File: config.mk
export PLATFORM = sky130hd
export DESIGN_NAME = serial_subn
export DESIGN_NICKNAME = d
export VERILOG_FILES = /design/src/rtl/serial_subn.sv
export SDC_FILE = /design/constraint.sdc
export NUM_CORES = 1
export LEC_CHECK = 0
export ABC_AREA = 0
export BUFFER_PORTS_ARGS = -buffer_cell sky130_fd_sc_hd__buf_2
export CAP_MARGIN = 5
export CORE_MARGIN = 4
export CORE_UTILIZATION = 55
export DETAILED_ROUTE_END_ITERATION = 10
export PLACE_DENSITY = 0.85
export SLEW_MARGIN = 20
export SYNTH_ARGS = -nofsm -noshare
export SYNTH_HDL_FRONTEND = slang
export SYNTH_SLANG_ARGS = --single-unit
File: constraint.sdc
create_clock -name clk -period 1.95 [get_ports clk]
set_input_delay 0.39 -clock clk [delete_from_list [all_inputs] [get_ports clk]]
set_output_delay 0.39 -clock clk [all_outputs]
set_load 0.03 [all_outputs]
File: src/rtl/serial_subn.sv
// Bit-serial unsigned subtractor: one full-subtractor cell and a borrow flop.
// Computes a - b LSB first; publishes diff/borrow with a one-cycle done pulse.
module serial_subn #(
    parameter int N = 32
) (
    input  logic         clk,
    input  logic         rst_n,
    input  logic         start,
    input  logic [N-1:0] a,
    input  logic [N-1:0] b,
    output logic         busy,
    output logic         done,
    output logic [N-1:0] diff,
    output logic         borrow
);

    localparam int CW = $clog2(N);
    localparam logic [CW-1:0] LAST = CW'(N - 1);

    typedef enum logic [1:0] {
        IDLE,
        RUN,
        DONE
    } state_t;

    state_t         state;
    logic [N-1:0]   a_sr;
    logic [N-1:0]   b_sr;
    logic [N-1:0]   res_sr;
    logic           br;
    logic [CW-1:0]  cnt;

    logic           a_i;
    logic           b_i;
    logic           d;
    logic           br_nxt;
    logic [N-1:0]   res_nxt;

    assign a_i     = a_sr[0];
    assign b_i     = b_sr[0];
    assign d       = a_i ^ b_i ^ br;
    assign br_nxt  = (~a_i & b_i) | (~(a_i ^ b_i) & br);
    assign res_nxt = {d, res_sr[N-1:1]};

    always_ff @(posedge clk or negedge rst_n) begin
        if (!rst_n) begin
            state  <= IDLE;
            a_sr   <= '0;
            b_sr   <= '0;
            res_sr <= '0;
            br     <= 1'b0;
            cnt    <= '0;
            busy   <= 1'b0;
            done   <= 1'b0;
            diff   <= '0;
            borrow <= 1'b0;
        end else begin
            done <= 1'b0;
            unique case (state)
                IDLE, DONE: begin
                    if (start) begin
                        a_sr  <= a;
                        b_sr  <= b;
                        br    <= 1'b0;
                        cnt   <= '0;
                        busy  <= 1'b1;
                        state <= RUN;
                    end else begin
                        state <= IDLE;
                    end
                end
                RUN: begin
                    // start is deliberately ignored while an operation runs
                    a_sr   <= a_sr >> 1;
                    b_sr   <= b_sr >> 1;
                    res_sr <= res_nxt;
                    br     <= br_nxt;
                    cnt    <= cnt + 1'b1;
                    if (cnt == LAST) begin
                        diff   <= res_nxt;
                        borrow <= br_nxt;
                        busy   <= 1'b0;
                        done   <= 1'b1;
                        state  <= DONE;
                    end
                end
                default: begin
                    busy  <= 1'b0;
                    state <= IDLE;
                end
            endcase
        end
    end

endmodule

# Yosys cells after proc, flatten, opt, wreduce, memory -nomap -nowiden

Index checks and enable logic that the tools add are counted.

Word-level logic and storage cells: 45
Flip-flop bits (word level): 139

Equality and inequality tests: 5
Add/subtract/negate cells: 1
Mux-type cells: 16
Reduce and logical (&&, ||, !) cells: 6
Bitwise operators: 7

Operator list:

| cell                                           | number |
|---|---|
| one-hot mux 32 bit (2 select lines)            | 2 |
| 2-to-1 mux 32 bit                              | 2 |
| one-hot mux 5 bit (2 select lines)             | 1 |
| 2-to-1 mux 1 bit                               | 6 |
| AND reduction 2 bit                            | 3 |
| adder 5 x 1 -> 5 bit (second input constant)   | 1 |
| == test 5 bit (second input constant)          | 1 |
| 2-to-1 mux 5 bit                               | 1 |
| != test 2 bit (second input constant)          | 2 |
| one-hot mux 1 bit (2 select lines)             | 2 |
| one-hot mux 2 bit (2 select lines)             | 1 |
| AND 1 bit                                      | 2 |
| == test 2 x 1 -> 1 bit (second input constant) | 1 |
| == test 2 bit (second input constant)          | 1 |
| logical NOT 2 bit                              | 1 |
| 2-to-1 mux 2 bit                               | 1 |
| NOT 1 bit                                      | 2 |
| nonzero test 2 bit                             | 1 |
| OR reduction 2 bit                             | 1 |
| bitwise XOR 1 bit                              | 2 |
| OR 1 bit                                       | 1 |

# Depth between registers and ports, before layout

Gate-level depths: netlist (run 1).

Word-level depth: 5
Mapped depth: 8

# Worst setup path after synthesis (run 1)

Ideal clock, no wire load.

Kind: flip-flop to flip-flop
Start point: register cnt[0]
End point: register diff[10]
Clock period less this slack: 1.784 ns
Setup slack: 0.166 ns
Arrival time: 1.660 ns
Required time: 1.825 ns
Path buffers: 2
Cell stages (with the launch flop): 8
Path through: dfrtp_1 ha_1 and3_1 ha_1 nand3b_1 buf_4 buf_6 mux2_2

Cells in the longest elaborated chain, start to end: 2

RTL lines:

| what                          | line | RTL |
|---|---|---|
| start: declaration            | 31   | `logic [CW-1:0] cnt;` |
| start signal: assignment      | 78   | `cnt <= cnt + 1'b1;` |
| == test 5 bit                 | 79   | `if (cnt == LAST) begin` |
| AND reduction 2 bit (no line) | -    |  |
| end signal: assignment        | 80   | `diff <= res_nxt;` |
| end: declaration              | 13   | `output logic [N-1:0] diff,` |

No other way between the ends.
A chain may end at the register's enable or synchronous reset.

# Worst setup path after layout (run 1)

Start point: register cnt[1]
End point: register diff[11]

The elaborated chain is that of the path after synthesis.

==> results of run 1 <==
registers in the layout, indices dropped and copies added, names as in the netlist:
register and count:
b_sr 32, res_sr 31, br 1, cnt 5
diff 32, a_sr 32, done 1, state 2
busy 1, borrow 1
power by group through the flow:
stage | clock (mW) | combinational (mW) | sequential [mW]
after CTS | 3.19 | 3.70 | 4.76
after detailed placement | 0 | 3.67 | 4.79
after global routing | 3.33 | 4.19 | 4.91
final | 3.15 | 3.74 | 4.77
after floorplan | 0 | 2.30 | 5.06
after global placement | 0 | 3.47 | 4.71
through the flow:
stage	instance area, µm²	setup TNS (ns)	hold slack, ns	cells
global route	6970	-0.4696	0.06352	770
finish	6970	0	0.07753	770
detailed placement	6260	0	0.3442	730
floorplan	5629	0	0.09441	522
CTS	6854	0	0.06172	763
global placement	6260	0	0.3364	730
per-layer routing:
layer,vias up,share of wire [%]
met4,0,1.8
met1,2168,43
met3,25,5.8
met2,137,50
met5,-,0
li1,2001,-
timing repair:
item                       CTS  global route
hold buffers                 1             0
setup endpoints to repair    0            32
setup buffers                0             5
hold endpoints to repair    45             0
resized for setup            0             5
worst min-delay path, cell delays in order:
cell and delay (ns):
buf_2 0.07, a22oi_1 0.05, nand2_1 0.05
worst paths after layout:
check                                end  slack [ns]  depth (start not counted)
worst min-delay path            b_sr[25]        0.08                          3
max in group asynchronous        a_sr[6]        0.94                          3
worst max-delay path            diff[11]        0.02                          7
min in group asynchronous       diff[22]        0.36                          2
worst min register to register        br        0.48                          1
worst max register to register  diff[11]        0.02                          7
cell type report:
| cell class | instances | area share [%] |
|---|---|---|
| multi-input combinational | 340 | 28.16 |
| timing repair buffer | 123 | 11.31 |
| clock inverter | 12 | 2.136 |
| tap | 133 | 2.387 |
| clock buffer | 20 | 6.247 |
| sequential | 138 | 49.54 |
| inverter | 4 | 0.2154 |
cells by family after synthesis:
| group | after synthesis |
|---|---|
| DFF | 138 |
| AOI/OAI and AO/OA | 72 |
| and+or+nand+nor | 231 |
| adders and majority gates | 3 |
| buffers and inverters | 44 |
| muxes | 34 |
cell usage in the layout, fill, tap and decap left out, drive strengths merged, types with 2 or more instances in the layout:
cell type  Yosys  final
nand3         62     62
nor2b          2      2
clkinv         0      5
nand2        157    157
inv            4      4
mux2          32     32
mux2i          2      2
o21ai          4      4
ha             2      2
bufinv         0      3
clkinvlp       0      4
a22o           4      4
clkbuf         6     22
buf           34    120
dfrtp        138    138
nor2           3      3
nand2b         2      2
a22oi         61     61
==> out/metrics.cfg, run 1 <==
[logic_synthesis]
synthArstFlopShare_pct = 100.0
synth_simple_gate_area_share_pct = 17.20
synth_top_family_by_area = simple AND/OR/NAND/NOR gates
muxShareOfSynthArea_pct = 6.757
yosysSeqAreaShare_pct = 61.35
synthCells = 522
syn_nets = 592
synth_area_leader_cell = dfrtp_1
synthDominantCellAreaShare_pct = 61.35
synth_xor_area_share_pct = 0
synth_flop_cell = dfrtp_1
yosys_warnings = 0
yosys.cell_count.top_type = nand2_1
avgSynthCellArea_um2 = 10.78
syn-cell-area_um2 = 5629
synth_seq_cells = 138
synthTopCellsByArea = dfrtp_1 61%, nand2_1 10%, a22oi_1 8.1%
synthAdderAreaFrac_pct = 0.8002
ys_types = 27
synth_compound_area_share_pct = 9.580
synth_common_cells = 157 x nand2_1, 138 x dfrtp_1, 62 x nand3_1
synth_edf_count = 0

[worst_setup_path]
critPathKind = flop to flop
crit_arrival_ns = 2.33
slowest_stage = dfrtp_1
worstSetupStartpoint = cnt[1]
path_cells = ha_2 -> and3_1 -> ha_2 -> nand3b_1 -> clkbuf_16 -> buf_8 -> mux2_2
crit_path_frequent_cell = ha_2
crit_family = flip-flops
worstPathRequired_ns = 2.35
start_kind = flop
slowest_delay_ns = 0.40
crit_fanout = 9
r2r_start = cnt[1]
cp.buffers_inverters = 2
end_kind = flop

[grt]
grt_pass1_vias = 4235
met2_usage_pct = 33.42
antenna_found_initial = 0
grt_max_degree = 56
met1_usage_pct = 29.12
grt_pass1_wl_mm = 20.14
busiest_layer = met2
grtUsageMet3_pct = 6.394
track_usage_pct = 21.64
grt_overflow = 0

[finish]
drive_above_1_share_pct = 29.51
area_delta_synth_final_pct = 23.83
num_antenna_cells = 0
final_util_pct = 70.66
nFillCells = 673
layout.nets = 694
seq_area_um2 = 3453
multi_input_area_um2 = 1963

[floorplanning]
die_h_um = 109.2
start_util_pct = 57.06
coreArea_um2 = 9864
die_x_um = 109.2
io_pins = 102
rows = 36
die_area_um2 = 11920

[placement]
place_hpwl_mm = 7.702
place_congestion = 0.7908
io_buffers = 101
pre_cts_slack_ns = 0.05510

[sta]
max_freq_mhz = 518.8
final_max_slew_viol_count = 0
finalCritPeriodShare_pct = 98.85
finalCriticalPeriod_ns = 1.927
finClkSkew_ns = 0.006968
hold_violations = 0
setup_viol = 0
relSlewSlack_pct = 61.98
setup_ws_ns = 0.02251
tightest_slew_ns = 0.5703

[clocking]
clk_path_buf_depth = 2
clock_latency_ns = 0.52
cts.reportedPaths.clkPinSlew_ns = 0.06
cts.sinks = 138
root_buffer = clkbuf_8
tritoncts.num_buffers = 17
h-tree-depth = 4
cts_tree = yes

[status]
status = complete, no violations

[power_and_ir_drop]
power_density_nw_per_um2 = 1673
vdd_drop_max_v = 0.0008103
leakagePower_nw = 3.603
p_int_mw = 7.442
switching_share_pct = 36.18
comb_power_share_pct = 32.0
power_frac_clock_pct = 27.0
p_switching_mw = 4.219
p_seq_share_pct = 40.9
total_power_mw = 11.66

[job]
drv_cap = 0

[detailed_routing]
wl_mm = 12.78
vias_per_cell = 5.625
ant_nets = 0
num_vias = 4331
initialDrtViolationCount = 319
drc = 0
first_pass_iters = 5
routedWlPerCell_um = 16.60

[min_path]
hp-class = primary input to flop
worstHoldStart = b[25]

No activity file was read; power rests on OpenSTA's default activity.
==> run 2: changes to the inputs <==
--- a/config.mk
+++ b/config.mk
@@ -9,9 +9,9 @@
 export BUFFER_PORTS_ARGS = -buffer_cell sky130_fd_sc_hd__buf_2
 export CAP_MARGIN = 5
 export CORE_MARGIN = 4
-export CORE_UTILIZATION = 55
+export CORE_UTILIZATION = 40
 export DETAILED_ROUTE_END_ITERATION = 10
-export PLACE_DENSITY = 0.85
+export PLACE_DENSITY = 0.67
 export SLEW_MARGIN = 20
 export SYNTH_ARGS = -nofsm -noshare
 export SYNTH_HDL_FRONTEND = slang
==> run 2 against run 1 <==
  * Via count shrank 1.2%
  * Worst setup slack gained 0.015 ns
  * Sequential power is essentially flat
  * Worst hold slack gained 0.11 ns
  * Register-to-register slack is essentially flat
  * Clock skew grew 0.00088 ns
  * Critical path type unchanged
  * Critical endpoint is now diff[0]
==> out/metrics.cfg, run 2 (synthesized netlist as in run 1, its figures left out) <==
[status]
status = complete, no violations

[worst_setup_path]
r2r_start = cnt[0]
r2r_slack_ns = 0.04
crit_fanout = 5
crit_path_frequent_cell = ha_2
start_kind = flop
worstSetupStartpoint = cnt[0]
crit_arrival_ns = 2.21
slowest_stage = dfrtp_1
critPathKind = flop to flop
path_cells = ha_2 -> and3_4 -> ha_2 -> nand3b_1 -> buf_6 -> clkbuf_16 -> mux2_2
crit_family = flip-flops
worstPathRequired_ns = 2.25
slowest_delay_ns = 0.41
cp.buffers_inverters = 2
end_kind = flop

[power_and_ir_drop]
power_density_nw_per_um2 = 1632
leakagePower_nw = 3.655
vdd_drop_max_v = 0.0007017

[sta]
tightest_slew_ns = 0.5569
finalCriticalPeriod_ns = 1.913
setup_ws_ns = 0.03737
relSlewSlack_pct = 62.79
finalCritPeriodShare_pct = 98.08
setup_viol = 0
hold_violations = 0
final_max_slew_viol_count = 0
finClkSkew_ns = 0.007853
max_freq_mhz = 522.8

[min_path]
worstHoldStart = a[22]
hp-class = primary input to flop

[clocking]
cts.sinks = 138
cts.reportedPaths.clkPinSlew_ns = 0.06
clock_latency_ns = 0.42
clk_path_buf_depth = 2
cts_tree = yes
h-tree-depth = 4
root_buffer = clkbuf_16
tritoncts.num_buffers = 17

[detailed_routing]
first_pass_iters = 5
routedWlPerCell_um = 15.94
drc = 0
num_vias = 4280
initialDrtViolationCount = 308
vias_per_cell = 5.213
wl_mm = 13.08
ant_nets = 0

[grt]
grt_pass1_wl_mm = 20.71
antenna_found_initial = 0
track_usage_pct = 15.96
grt_overflow = 0
grt_pass1_vias = 4107
grt_max_degree = 50

[finish]
largestRegisters = a_sr x32, b_sr x32, diff x32
layout_common_cells = 157 x nand2_1, 138 x dfrtp_1, 100 x buf_2, 62 x nand3_1, 61 x a22oi_1
layout_commonest_cell = nand2_1
drive_above_1_share_pct = 30.27
final_area_um2 = 7099
area_delta_synth_final_pct = 26.12
layout.nets = 699
num_antenna_cells = 0
final_cells = 821

[job]
drv_cap = 0

[placement]
pre_cts_slack_ns = 0.05698
place_congestion = 0.7534
dpl_cell_area_um2 = 6344
place_hpwl_mm = 7.966
numPlacedInstances = 777
io_buffers = 101

[floorplanning]
die_area_um2 = 16040
coreArea_um2 = 13830
io_pins = 102
rows = 43
die_x_um = 126.6
die_h_um = 126.6
start_util_pct = 40.71

[run 2: cell types whose count changed in the layout (fill, tap and decap cells not counted), moves of 2 or more]
| cell | before | now |
|---|---|---|
| clkbuf_16 | 18 | 20 |
| clkinv_2 | 4 | 6 |
| bufinv_16 | 3 | 1 |
| buf_12 | 5 | 7 |
| clkinvlp_4 | 4 | 1 |
| clkbuf_8 | 2 | 5 |
[run 2: cell type report]
cell class	instances	area, µm²
clock buffer	23	498.0
clock inverter	8	67.56
tap	180	225.2
timing repair buffer	128	872.1
sequential	138	3453
fill	1202	6728
multi-input combinational	340	1968
inverter	4	15.01
[run 2: stage by stage]
stage | hold WS [ns] | utilization, % | total power, mW | setup TNS (ns)
floorplan | 0.09441 | - | 7.368 | 0
global placement | 0.3576 | 45.88 | 8.293 | 0
detailed placement | 0.3658 | 45.88 | 8.515 | 0
CTS | 0.1800 | 50.04 | 11.59 | 0
global route | 0.1817 | 51.34 | 12.40 | -0.1103
finish | 0.1913 | 51.34 | 11.59 | 0
[run 2: repair_timing]
| item | 4_1_cts | 5_1_grt |
|---|---|---|
| hold buffers | 1 | 0 |
| buffers inserted | 0 | 8 |
| endpoints found under the hold margin | 46 | 0 |
| setup endpoints to repair | 0 | 32 |
| gates resized for setup | 0 | 6 |
[run 2: path summary, 6_finish.rpt]
check | endpoint | cells after the start
worst min register to register | res_sr[1] | 2
worst max-delay path | diff[0] | 7
max in group asynchronous | a_sr[13] | 3
min in group asynchronous | done | 2
worst max register to register | diff[0] | 7
worst min-delay path | a_sr[22] | 3
[run 2: worst register-to-register path, delay by kind of cell (launching register included)]
kind                       cells  cell delay, ns
DFF                            1            0.41
adders and majority gates      2            0.37
and+or+nand+nor                2            0.34
buffers and inverters          2            0.34
muxes                          1            0.32
[run 2: metal layers]
layer  wire length, µm  vias to the layer above  share of wire (%)  GRT usage (%)
met5                 0                        -                  0              0
met4               195                        0                1.5          5.741
met3               840                       11                6.4          4.800
met2              6195                      125                 47          24.50
met1              5852                     2131                 45          21.57
li1                  -                     2013                  -              -
[run 2: report_power, final]
group	internal [mW]	switching, mW	leakage (nW)
registers	4.04	0.721	1.73
logic	1.48	2.29	1.64
clock network	1.90	1.15	0.284
total	7.42	4.16	3.65
